[src/rtl/bcd_operand_console_pkg.sv]
// Shared types and helpers for the BCD operand console.
package bcd_operand_console_pkg;

  typedef enum logic [2:0] {
    ST_EDIT = 3'd0,
    ST_CONV = 3'd1,
    ST_REQ  = 3'd2,
    ST_WAIT = 3'd3,
    ST_B2D  = 3'd4,
    ST_SHOW = 3'd5
  } state_e;

  localparam logic [3:0] BCD_MAX = 4'd9;

  // Index width for a counter/selector over n items; never narrower than one bit.
  function automatic int idx_w(input int n);
    return (n > 1) ? $clog2(n) : 1;
  endfunction

  // Decimal digits needed to hold any value of the given binary width.
  function automatic int bcd_digits(input int bits);
    return (bits * 301) / 1000 + 1;
  endfunction

endpackage

[src/rtl/bcd_operand_console_if.sv]
// Operand/result handshake between the console (master) and the compute core (slave).
interface bcd_operand_console_if #(
  parameter int unsigned NUM_OPS = 2,
  parameter int unsigned OP_W    = 32
);
  logic                      op_valid;
  logic                      op_ready;
  logic [NUM_OPS*OP_W-1:0]   op_data;
  logic                      res_done;
  logic [OP_W-1:0]           res_data;

  modport master (
    output op_valid, op_data,
    input  op_ready, res_done, res_data
  );

  modport slave (
    input  op_valid, op_data,
    output op_ready, res_done, res_data
  );
endinterface

[src/rtl/bcd_operand_console_bcd_bin_conv.sv]
// Sequential double-dabble: BIN_W-bit binary to BCD, one bit per cycle.
// start loads the value; done is high during the final shift cycle, and the
// bcd/ovf outputs hold their value until the next start.
module bcd_bin_conv
  import bcd_operand_console_pkg::*;
#(
  parameter int unsigned BIN_W = 32,
  parameter int unsigned OUT_D = 4
) (
  input  logic                 clk,
  input  logic                 rst_n,
  input  logic                 start,
  input  logic [BIN_W-1:0]     bin,
  output logic                 done,
  output logic [4*OUT_D-1:0]   bcd,
  output logic                 ovf
);

  localparam int FULL_D = (bcd_digits(BIN_W) > int'(OUT_D)) ? bcd_digits(BIN_W) : int'(OUT_D);
  localparam int CNT_W  = idx_w(BIN_W);
  localparam logic [CNT_W-1:0] CNT_TOP = CNT_W'(BIN_W - 1);

  logic [BIN_W-1:0]    bin_q, bin_d;
  logic [4*FULL_D-1:0] bcd_q, bcd_d, adj;
  logic [CNT_W-1:0]    cnt_q, cnt_d;
  logic                busy_q, busy_d;

  // Load on start, otherwise add-3 then shift once per cycle while busy.
  always_comb begin
    bin_d  = bin_q;
    bcd_d  = bcd_q;
    cnt_d  = cnt_q;
    busy_d = busy_q;
    adj    = bcd_q;
    for (int i = 0; i < FULL_D; i++) begin
      if (adj[4*i +: 4] > 4'd4) adj[4*i +: 4] = adj[4*i +: 4] + 4'd3;
    end
    if (start) begin
      bin_d  = bin;
      bcd_d  = '0;
      cnt_d  = CNT_TOP;
      busy_d = 1'b1;
    end else if (busy_q) begin
      bcd_d = {adj[4*FULL_D-2:0], bin_q[BIN_W-1]};
      bin_d = {bin_q[BIN_W-2:0], 1'b0};
      cnt_d = cnt_q - 1'b1;
      if (cnt_q == '0) busy_d = 1'b0;
    end
  end

  // Converter state registers.
  always_ff @(posedge clk or negedge rst_n) begin
    if (!rst_n) begin
      bin_q  <= '0;
      bcd_q  <= '0;
      cnt_q  <= '0;
      busy_q <= 1'b0;
    end else begin
      bin_q  <= bin_d;
      bcd_q  <= bcd_d;
      cnt_q  <= cnt_d;
      busy_q <= busy_d;
    end
  end

  assign done = busy_q && (cnt_q == '0);
  assign bcd  = bcd_q[4*OUT_D-1:0];

  // Overflow: any nonzero digit above the displayable ones.
  if (FULL_D > int'(OUT_D)) begin : g_ovf
    assign ovf = |bcd_q[4*FULL_D-1:4*OUT_D];
  end else begin : g_no_ovf
    assign ovf = 1'b0;
  end

endmodule

[src/rtl/bcd_operand_console.sv]
// Button-driven decimal operand entry, BCD->binary launch to a core, and
// binary->BCD display of the returned result.
// Optional build macro AUTO_REPEAT_EN: held up/down auto-repeats in EDIT.
//
//  state   | meaning
//  --------+---------------------------------------------------------
//  EDIT    | cursor / digit editing, start launches a conversion
//  CONV    | one digit per cycle, MSD first per operand, into op regs
//  REQ     | op_valid high, op_data frozen until op_ready
//  WAIT    | waiting for the core's res_done pulse
//  B2D     | double-dabble of the captured result (OP_W cycles)
//  SHOW    | result on display; udlr returns to EDIT, start relaunches
module bcd_operand_console
  import bcd_operand_console_pkg::*;
#(
  parameter int unsigned DIGITS_PER_OP = 2,
  parameter int unsigned NUM_OPS       = 2,
  parameter int unsigned OP_W          = 32
`ifdef AUTO_REPEAT_EN
  , parameter int unsigned REPEAT_DLY  = 50_000_000,
  parameter int unsigned REPEAT_PER    = 10_000_000
`endif
) (
  input  logic                                   clk,
  input  logic                                   rst_n,
  input  logic                                   btn_up,
  input  logic                                   btn_down,
  input  logic                                   btn_left,
  input  logic                                   btn_right,
  input  logic                                   btn_start,
  bcd_operand_console_if.master                  core_if,
  output logic [4*NUM_OPS*DIGITS_PER_OP-1:0]     disp_bcd,
  output logic [idx_w(NUM_OPS*DIGITS_PER_OP)-1:0] cursor,
  output logic                                   show_res,
  output logic                                   busy,
  output logic                                   ovf
);

  localparam int N     = NUM_OPS * DIGITS_PER_OP;
  localparam int CUR_W = idx_w(N);
  localparam int DIG_W = idx_w(DIGITS_PER_OP);
  localparam int OPI_W = idx_w(NUM_OPS);
  localparam logic [CUR_W-1:0] TOP_IDX = CUR_W'(N - 1);
  localparam logic [DIG_W-1:0] DIG_TOP = DIG_W'(DIGITS_PER_OP - 1);
  localparam logic [OPI_W-1:0] OP_TOP  = OPI_W'(NUM_OPS - 1);

  state_e            state_q, state_d;
  logic [3:0]        dig_q [N];
  logic [3:0]        dig_d [N];
  logic [CUR_W-1:0]  cursor_q, cursor_d;
  logic [CUR_W-1:0]  conv_idx_q, conv_idx_d;
  logic [DIG_W-1:0]  conv_dig_q, conv_dig_d;
  logic [OPI_W-1:0]  conv_op_q, conv_op_d;
  logic [OP_W-1:0]   acc_q, acc_d;
  logic [OP_W-1:0]   op_q [NUM_OPS];
  logic [OP_W-1:0]   op_d [NUM_OPS];
  logic [4:0]        btn_prev_q, btn_prev_d;

  logic [4:0]        btn_vec, btn_rise;
  logic              rise_start, rise_up, rise_down, rise_left, rise_right;
  logic              step_up, step_dn, rpt_step_up, rpt_step_dn;
  logic              launch;
  logic [3:0]        conv_digit;
  logic [OP_W-1:0]   acc_next;
  logic              b2d_start, b2d_done, b2d_ovf;
  logic [4*N-1:0]    b2d_bcd;
  logic [NUM_OPS*OP_W-1:0] op_data_w;

  assign btn_vec    = {btn_start, btn_up, btn_down, btn_left, btn_right};
  assign btn_prev_d = btn_vec;
  assign btn_rise   = btn_vec & ~btn_prev_q;
  assign rise_start = btn_rise[4];
  assign rise_up    = btn_rise[3];
  assign rise_down  = btn_rise[2];
  assign rise_left  = btn_rise[1];
  assign rise_right = btn_rise[0];
  assign step_up    = rise_up | rpt_step_up;
  assign step_dn    = rise_down | rpt_step_dn;

`ifdef AUTO_REPEAT_EN
  logic [31:0] rpt_cnt_q, rpt_cnt_d;
  logic        rpt_act_q, rpt_act_d;
  logic        rpt_dir_q, rpt_dir_d;

  // Repeat timer: armed by an up/down press in EDIT, down-counts while held.
  always_comb begin
    rpt_cnt_d   = rpt_cnt_q;
    rpt_act_d   = rpt_act_q;
    rpt_dir_d   = rpt_dir_q;
    rpt_step_up = 1'b0;
    rpt_step_dn = 1'b0;
    if (state_q != ST_EDIT || rise_start) begin
      rpt_act_d = 1'b0;
      rpt_cnt_d = '0;
    end else if (rise_up || rise_down) begin
      rpt_act_d = 1'b1;
      rpt_dir_d = rise_up;
      rpt_cnt_d = 32'(REPEAT_DLY - 1);
    end else if (rpt_act_q) begin
      if (rpt_dir_q ? !btn_up : !btn_down) begin
        rpt_act_d = 1'b0;
        rpt_cnt_d = '0;
      end else if (rpt_cnt_q == '0) begin
        rpt_step_up = rpt_dir_q;
        rpt_step_dn = !rpt_dir_q;
        rpt_cnt_d   = 32'(REPEAT_PER - 1);
      end else begin
        rpt_cnt_d = rpt_cnt_q - 32'd1;
      end
    end
  end

  // Repeat timer registers.
  always_ff @(posedge clk or negedge rst_n) begin
    if (!rst_n) begin
      rpt_cnt_q <= '0;
      rpt_act_q <= 1'b0;
      rpt_dir_q <= 1'b0;
    end else begin
      rpt_cnt_q <= rpt_cnt_d;
      rpt_act_q <= rpt_act_d;
      rpt_dir_q <= rpt_dir_d;
    end
  end
`else
  assign rpt_step_up = 1'b0;
  assign rpt_step_dn = 1'b0;
`endif

  // Next-state logic: editing, digit conversion, handshake and result flow.
  always_comb begin
    state_d    = state_q;
    dig_d      = dig_q;
    cursor_d   = cursor_q;
    conv_idx_d = conv_idx_q;
    conv_dig_d = conv_dig_q;
    conv_op_d  = conv_op_q;
    acc_d      = acc_q;
    op_d       = op_q;
    launch     = 1'b0;
    b2d_start  = 1'b0;
    conv_digit = dig_q[conv_idx_q];
    acc_next   = (conv_dig_q == DIG_TOP) ? OP_W'(conv_digit)
                 : (acc_q << 3) + (acc_q << 1) + OP_W'(conv_digit);

    case (state_q)
      ST_EDIT: begin
        if (rise_start) begin
          launch = 1'b1;
        end else if (step_up) begin
          dig_d[cursor_q] = (dig_q[cursor_q] == BCD_MAX) ? 4'd0 : dig_q[cursor_q] + 4'd1;
        end else if (step_dn) begin
          dig_d[cursor_q] = (dig_q[cursor_q] == 4'd0) ? BCD_MAX : dig_q[cursor_q] - 4'd1;
        end else if (rise_left) begin
          cursor_d = (cursor_q == TOP_IDX) ? '0 : cursor_q + 1'b1;
        end else if (rise_right) begin
          cursor_d = (cursor_q == '0) ? TOP_IDX : cursor_q - 1'b1;
        end
      end
      ST_CONV: begin
        acc_d      = acc_next;
        conv_idx_d = conv_idx_q - 1'b1;
        if (conv_dig_q == '0) begin
          op_d[conv_op_q] = acc_next;
          conv_dig_d      = DIG_TOP;
          conv_op_d       = conv_op_q - 1'b1;
        end else begin
          conv_dig_d = conv_dig_q - 1'b1;
        end
        if (conv_idx_q == '0) state_d = ST_REQ;
      end
      ST_REQ: begin
        if (core_if.op_ready) state_d = ST_WAIT;
      end
      ST_WAIT: begin
        if (core_if.res_done) begin
          b2d_start = 1'b1;
          state_d   = ST_B2D;
        end
      end
      ST_B2D: begin
        if (b2d_done) state_d = ST_SHOW;
      end
      ST_SHOW: begin
        if (rise_start) launch = 1'b1;
        else if (rise_up || rise_down || rise_left || rise_right) state_d = ST_EDIT;
      end
      default: state_d = ST_EDIT;
    endcase

    // Conversion walks the flat digit index from the top down, which is MSD
    // first within each operand, highest operand first.
    if (launch) begin
      state_d    = ST_CONV;
      conv_idx_d = TOP_IDX;
      conv_dig_d = DIG_TOP;
      conv_op_d  = OP_TOP;
    end
  end

  // State and datapath registers.
  always_ff @(posedge clk or negedge rst_n) begin
    if (!rst_n) begin
      state_q    <= ST_EDIT;
      cursor_q   <= '0;
      conv_idx_q <= '0;
      conv_dig_q <= '0;
      conv_op_q  <= '0;
      acc_q      <= '0;
      btn_prev_q <= '0;
      for (int i = 0; i < N; i++) dig_q[i] <= '0;
      for (int k = 0; k < NUM_OPS; k++) op_q[k] <= '0;
    end else begin
      state_q    <= state_d;
      cursor_q   <= cursor_d;
      conv_idx_q <= conv_idx_d;
      conv_dig_q <= conv_dig_d;
      conv_op_q  <= conv_op_d;
      acc_q      <= acc_d;
      btn_prev_q <= btn_prev_d;
      dig_q      <= dig_d;
      op_q       <= op_d;
    end
  end

  bcd_bin_conv #(
    .BIN_W (OP_W),
    .OUT_D (N)
  ) u_b2d (
    .clk   (clk),
    .rst_n (rst_n),
    .start (b2d_start),
    .bin   (core_if.res_data),
    .done  (b2d_done),
    .bcd   (b2d_bcd),
    .ovf   (b2d_ovf)
  );

  // Pack operand registers (op0 in the LSBs) and choose the display source.
  always_comb begin
    op_data_w = '0;
    disp_bcd  = '0;
    for (int k = 0; k < NUM_OPS; k++) op_data_w[k*OP_W +: OP_W] = op_q[k];
    for (int i = 0; i < N; i++) begin
      if (state_q == ST_SHOW) disp_bcd[4*i +: 4] = b2d_ovf ? BCD_MAX : b2d_bcd[4*i +: 4];
      else                    disp_bcd[4*i +: 4] = dig_q[i];
    end
  end

  assign core_if.op_valid = (state_q == ST_REQ);
  assign core_if.op_data  = op_data_w;
  assign cursor           = cursor_q;
  assign show_res         = (state_q == ST_SHOW);
  assign busy             = (state_q == ST_CONV) || (state_q == ST_REQ) ||
                            (state_q == ST_WAIT) || (state_q == ST_B2D);
  assign ovf              = show_res && b2d_ovf;

endmodule

[src/flat_wrapper.sv]
// flat-port wrapper written by rule: the top's interface ports become plain ports
module bcd_operand_console_flat import bcd_operand_console_pkg::*;
#(
  parameter int unsigned DIGITS_PER_OP = 2,
  parameter int unsigned NUM_OPS       = 2,
  parameter int unsigned OP_W          = 32

)
  (clk, rst_n, btn_up, btn_down, btn_left, btn_right, btn_start, disp_bcd, cursor, show_res, busy, ovf, core_if_op_valid, core_if_op_data, core_if_op_ready, core_if_res_done, core_if_res_data);
  bcd_operand_console_if #(.NUM_OPS(NUM_OPS), .OP_W(OP_W)) core_if_i ();
  input  logic clk;
  input  logic rst_n;
  input  logic btn_up;
  input  logic btn_down;
  input  logic btn_left;
  input  logic btn_right;
  input  logic btn_start;
  output logic [4*NUM_OPS*DIGITS_PER_OP-1:0] disp_bcd;
  output logic [idx_w(NUM_OPS*DIGITS_PER_OP)-1:0] cursor;
  output logic show_res;
  output logic busy;
  output logic ovf;
  output wire logic [$bits(core_if_i.op_valid)-1:0] core_if_op_valid;
  output wire logic [$bits(core_if_i.op_data)-1:0] core_if_op_data;
  input wire logic [$bits(core_if_i.op_ready)-1:0] core_if_op_ready;
  input wire logic [$bits(core_if_i.res_done)-1:0] core_if_res_done;
  input wire logic [$bits(core_if_i.res_data)-1:0] core_if_res_data;
  assign core_if_op_valid = core_if_i.op_valid;
  assign core_if_op_data = core_if_i.op_data;
  assign core_if_i.op_ready = core_if_op_ready;
  assign core_if_i.res_done = core_if_res_done;
  assign core_if_i.res_data = core_if_res_data;
  bcd_operand_console #(.DIGITS_PER_OP(DIGITS_PER_OP), .NUM_OPS(NUM_OPS), .OP_W(OP_W)) u_core (.clk(clk), .rst_n(rst_n), .btn_up(btn_up), .btn_down(btn_down), .btn_left(btn_left), .btn_right(btn_right), .btn_start(btn_start), .core_if(core_if_i), .disp_bcd(disp_bcd), .cursor(cursor), .show_res(show_res), .busy(busy), .ovf(ovf));
endmodule
[config.mk]
export PLATFORM = sky130hd
export DESIGN_NAME = bcd_operand_console_flat
export DESIGN_NICKNAME = d
export VERILOG_FILES = /design/src/rtl/bcd_operand_console_pkg.sv /design/src/rtl/bcd_operand_console_if.sv /design/src/rtl/bcd_operand_console_bcd_bin_conv.sv /design/src/rtl/bcd_operand_console.sv /design/src/flat_wrapper.sv
export SDC_FILE = /design/constraint.sdc
export NUM_CORES = 1
export LEC_CHECK = 0
export ABC_AREA = 1
export CORE_MARGIN = 5
export CORE_UTILIZATION = 35
export DETAILED_ROUTE_END_ITERATION = 16
export GPL_TIMING_DRIVEN = 0
export HOLD_SLACK_MARGIN = 0.03
export PLACE_DENSITY = 0.62
export SYNTH_ARGS = -nofsm -noshare
export SYNTH_HDL_FRONTEND = slang
export SYNTH_HIERARCHICAL = 1
export SYNTH_SLANG_ARGS = --single-unit
[constraint.sdc]
create_clock -name clk -period 6.7 [get_ports clk]
set_input_delay 1.34 -clock clk [delete_from_list [all_inputs] [get_ports clk]]
set_output_delay 1.34 -clock clk [all_outputs]
set_load 0.02 [all_outputs]
# After elaboration in Yosys (flattened, before gate mapping)
# Index checks and enable logic that the tools add are counted.
[word_totals] register_bits=203 latch_bits=0 ram_bits=0 romBits=0 input_bits=41 elab_cells=171 n_memories=0
[classes] add_sub_neg=20 multipliers=0 div=0 magnitude_cmp=15 n_eq_ne=15 n_shift=0 mux=69 n_bitwise=9 n_reduce_logical=26
[ops] cell="two-way mux 32 bit" count=4
[ops] cell="two-way mux 4 bit" count=24
[ops] cell="two-way mux 40 bit" count=2
[ops] cell="bitwise mux 64 bit" count=1
[ops] cell="> comparator 4 x 3 -> 1 bit, second input constant" count=10
[ops] cell="adder 4 x 2 -> 4 bit, second input constant" count=9
[ops] cell="adder 32 bit" count=1
[ops] cell="adder 32 x 4 -> 32 bit" count=1
[ops] cell="bitwise mux 16 bit" count=2
[ops] cell="demux 32 bit (select 1 bit)" count=1
[ops] cell="two-way mux 16 bit" count=2
[ops] cell="two-way mux 3 bit" count=8
[ops] cell="OR reduction 24 bit" count=1
[ops] cell="case mux 3 bit (6 select lines)" count=1
[ops] cell="binary-select mux 4 bit (select 2 bit)" count=2
[ops] cell="two-way mux 1 bit" count=13
[ops] cell="two-way mux 2 bit" count=6
[ops] cell="two-way mux 5 bit" count=2
[ops] cell="inequality test 3 x 1 -> 1 bit, second input constant" count=3
[ops] cell="demux 4 bit (select 2 bit)" count=1
[ops] cell="nonzero test 2 bit" count=4
[ops] cell="AND reduction 7 bit" count=1
[ops] cell="== test 3 x 2 -> 1 bit, second input constant" count=2
[ops] cell="== test 3 bit, second input constant" count=2
[ops] cell="33 further kinds" count=51

# Logic depth before layout (Yosys ltp)
[depth] word_depth=9 ltp_mapped=19

# Cells and area by module
# Netlist, hierarchy kept.
[modules_own_cells] mod="bcd_operand_console" n_inst=1 cells_per_inst=1130 area_each_um2=8265.4
[modules_own_cells] mod="bcd_bin_conv" n_inst=1 cells_per_inst=556 area_each_um2=4239.1

# Worst setup path before layout
# OpenSTA, ideal clock, no wires.
[synth_timing] kind="register to output" start="reg u_core.u_b2d.bcd_q[20]" end="out disp_bcd[10]" arrival_ns=1.799 slack_ns=3.561 stages_incl_launch_ff=10 cell_sequence="dfrtp_1 inv_1 ha_1 nand2_1 nor3_1 nand3_1 clkbuf_1 clkinv_1 nand2_1 o21ai_0"
[synth_via] elab_chain_len=3
[synth_lines] item="start: declaration" line="bcd_operand_console_bcd_bin_conv.sv:24" text="logic [4*FULL_D-1:0] bcd_q, bcd_d, adj;"
[synth_lines] item="start signal: assignment" line="bcd_operand_console_bcd_bin_conv.sv:55" text="bcd_q <= '0;"
[synth_lines] item="start signal: assignment" line="bcd_operand_console_bcd_bin_conv.sv:60" text="bcd_q <= bcd_d;"
[synth_lines] item="OR reduction 24 bit" line="bcd_operand_console_bcd_bin_conv.sv:71" text="assign ovf = |bcd_q[4*FULL_D-1:4*OUT_D];"
[synth_lines] item="named net u_core.b2d_ovf" line="bcd_operand_console.sv:65" text="logic b2d_start, b2d_done, b2d_ovf;"
[synth_lines] item="two-way mux 4 bit (2 in series)" line="bcd_operand_console.sv:245" text="if (state_q == ST_SHOW) disp_bcd[4*i +: 4] = b2d_ovf ? BCD_MAX : b2d_bcd[4*i +: 4];"
[synth_lines] item="end: declaration" line="flat_wrapper.sv:18" text="output logic [4*NUM_OPS*DIGITS_PER_OP-1:0] disp_bcd;"
# The timed path passes the listed nets, and every way through them passes these cells.

# Worst setup path in the final report
[layout_timing] start="reg u_core.u_b2d.bcd_q[20]" end="out disp_bcd[6]"
# Same word-level chain as after synthesis.

==> metrics.txt <==
clk_lat worst skew 530 ps; Slew Limit Fails 0; worst reg2reg startpoint u_core/conv_idx_q[0]$_DFFE_PN0P_; top_reg_cell synth dfrtp_1; vias in the first global route 11.1k; multi-input logic area 0.00618 mm²; Final Hold Fails 0; die area 0.0396 mm²; Worst IR Drop VDD 0.233 mV; CTS resizes 0; CP endpoint kind output port; hold_sp u_core/u_b2d/bcd_q[21]$_DFFE_PN0P_; Pwr Density 468 mW/mm²; r2r endpoint u_core/core_if.op_data[26]$_DFFE_PN0P_; Setup CP Type reg -> out; syn avg cell area 7.42 µm²; FILL cells 3628; Critical Path Max Stage Delay 670 ps; post-synthesis simple-gate area fraction 29.4%; worst hold margin 476 ps; Logic pwr share 51.6%; # DRC 0; vias 11.4k; Post-Synth Adder-Cell Area 8.02%; Ys Warns 6; Max Freq 0.223 GHz; Die Width 199 µm; CTS clk-pin slew, worst paths 60 ps; drt initial violations 623; GRT Util Overall 18.0%; total grt overflow 0; Root Buffer clkbuf_16; Max Cap Violations 0; worst hold path class reg -> reg; crit share post-route 66.9%; CP Cell Sequence inv_1 -> ha_1 -> nand2_1 -> nor3_1 -> nand3_1 -> clkbuf_1 -> clkinv_1 -> nand2_1 -> o21ai_0 -> clkdlybuf4s50_1; synth unique cells 47; first-pass GRT wire length 58200 µm; mapped cell area 0.0125 mm²; max_slew headroom 41.6%; Post-synth ARST share 100%; Post-synth EDFFs 0; Worst R2R Setup Slack 3340 ps; largest net degree at the start of global routing 113; Sw Ratio 45.2%; register area 0.00508 mm²; CP delay by family, top buffers and inverters; Top Usage Layer GRT met2; Clk pwr share 19.6%; syn_nets 1806; Rows 69; endpoints failing setup 0; cts bufs inserted 25; P_int 3.91 mW; post-synthesis xor/xnor area fraction 0.280%; Vias/cell 4.90; worst slew pin tran 876 ps; Synth Area in Compound Gates 11.7%; die span in y 199 µm; most frequent cells in the layout nand2_1, dfrtp_1, inv_1; RSZ-0062 raised after global routing false; most repeated library cell on the critical path nand2_1; cells after synthesis 1686; most common cell after layout, fill and taps aside nand2_1; hold buffers post-CTS 0; Max stage delay cell, worst path clkdlybuf4s50_1; Flop pwr share 28.8%; # IOs 127; crit path DAT 3140 ps; nets@finish 1960; drt pass-1 iters 5; Global Route met2 Usage 31.3%; Final Skew 12.4 ps; main area contributors after synthesis dfrtp_1, nand2_1, ha_1; DP HPWL 27400 µm; Leakage 7.96 nW; clock tree buffer depth 3; Synth top area share 40.6%; Layout Cells excl Fill 2319; min cycle time layout 4480 ps; placed cell count 2274; Starting Density 35.3%; routing usage on met3 2.25%; drt total wl 35900 µm; Seq cells post-synth 203; status complete, no violations; Hold Path End u_core/u_b2d/bcd_q[21]$_DFFE_PN0P_; Avg WL per Cell 15.5 µm; crit start category register; Crit Path Max Fanout 9; Routed Antenna Nets 0; grt met1 use 23.5%; Synth area leader dfrtp_1; R2R cell count 17; Post-CTS Setup Inserts 0; n_diodes 0; main combinational cell family by area after synthesis simple AND/OR/NAND/NOR gates; clock tree from TritonCTS yes; Num Clock Sinks 203; share of layout cells above drive strength 1 9.20%; synth-to-layout area growth 21.7%; RePlAce Congestion 0.925; post-synthesis mux area share 0%; Data required, critical path 5360 ps; sequential share of the synthesized area 40.6%; Port Buffers 126; initial antenna violation count 0; Psw 3.22 mW; Worst Path Buf+Inv 4; Finished Core Util 43.0%; H-tree levels 1; Hold Crit Depth 2; core area 0.0354 mm²; power after layout 7.13 mW
==> logic make-up (layout without fill, tap and decap cells) <==
logic type      Yosys count  after routing
buf+inv                 284            456
simple gates            862            862
compound gates          254            254
flops                   203            203
fa+ha+maj                79             79
xor+xnor                  4              4
==> per-stage QoR <==
step           setup slack [ps]  area, µm²  setup TNS [ps]
3_3_place_gp              -4700      14300         -948410
6_report                   2220      15200               0
3_5_place_dp               2750      14400               0
5_1_grt                    1930      15200               0
2_1_floorplan              3560      12500               0
4_1_cts                    2170      15200               0
==> metal layers <==
metal | vias to the layer above | wire, µm
met2 | 238 | 17500
li1 | 5759 | -
met3 | 71 | 1590
met1 | 5305 | 15700
met4 | 0 | 1130
met5 | - | 0
==> Yosys cell counts, types with 9 or more instances <==
| master | instances |
|---|---|
| nand2_1 | 598 |
| dfrtp_1 | 203 |
| inv_1 | 193 |
| nand3_1 | 126 |
| o21ai_0 | 99 |
| ha_1 | 77 |
| nor2_1 | 51 |
| a21oi_1 | 47 |
| o21ai_1 | 43 |
| nand4_1 | 37 |
| buf_4 | 27 |
| buf_2 | 19 |
| o21ai_2 | 19 |
| inv_2 | 17 |
| a22oi_1 | 16 |
| o211ai_1 | 15 |
| clkbuf_1 | 9 |
| nand2_2 | 9 |
==> power groups by stage <==
stage          Combinational (mW)  Sequential [mW]  Clock, mW
2_1_floorplan                2.39             2.10          0
3_3_place_gp                 3.59             2.06          0
3_5_place_dp                 3.68             2.06          0
4_1_cts                      3.70             2.05       1.44
5_1_grt                      4.14             2.11       1.49
6_report                     3.68             2.05       1.40
==> worst reg2reg max path: cells and delay by family, from the launching register on <==
family	cells	cell delay (ps)
AO/OA/AOI/OAI	3	300
flip-flops	1	400
AND/OR/NAND/NOR	10	1280
buffers and inverters	2	300
adder cells (fa/ha/maj)	2	990
==> final cells by class <==
cell class / instances / area share, %
multi-input cells: 1199 / 40.6
flip-flops and latches: 203 / 33.4
clock inverters: 12 / 0.929
clock buffers: 33 / 4.64
inverters: 218 / 5.39
well taps: 461 / 3.79
plain buffers: 66 / 2.80
repair buffers: 127 / 8.50
==> worst max-delay path by stage <==
| stage | from | to | slack, ps | cells past startpoint |
|---|---|---|---|---|
| floorplan | u_core/u_b2d/bcd_q[20]$_DFFE_PN0P_ | disp_bcd[10] | 3560 | 9 |
| global placement | rst_n | u_core/u_b2d/bin_q[10]$_DFFE_PN0P_ | -4700 | 1 |
| detailed placement | u_core/u_b2d/bcd_q[16]$_DFFE_PN0P_ | disp_bcd[1] | 2750 | 10 |
| CTS | u_core/u_b2d/bcd_q[16]$_DFFE_PN0P_ | disp_bcd[1] | 2170 | 10 |
| global route | u_core/u_b2d/bcd_q[20]$_DFFE_PN0P_ | disp_bcd[6] | 1930 | 10 |
| finish | u_core/u_b2d/bcd_q[20]$_DFFE_PN0P_ | disp_bcd[6] | 2220 | 10 |
==> state kept, by name, indices dropped and copies added (netlist names) <==
name and cells:
u_core/core_if.op_data 64, u_core/u_b2d/busy_q 1, u_core/conv_dig_q 1, u_core/conv_op_q 1
u_core/acc_q 31, u_core/u_b2d/cnt_q 5, u_core/dig_q 16, u_core/u_b2d/bin_q 32
u_core/u_b2d/bcd_q 40, u_core/cursor 2, u_core/state_q 3, u_core/conv_idx_q 2
u_core/btn_prev_q 5
(Power assumes the default switching activity.)
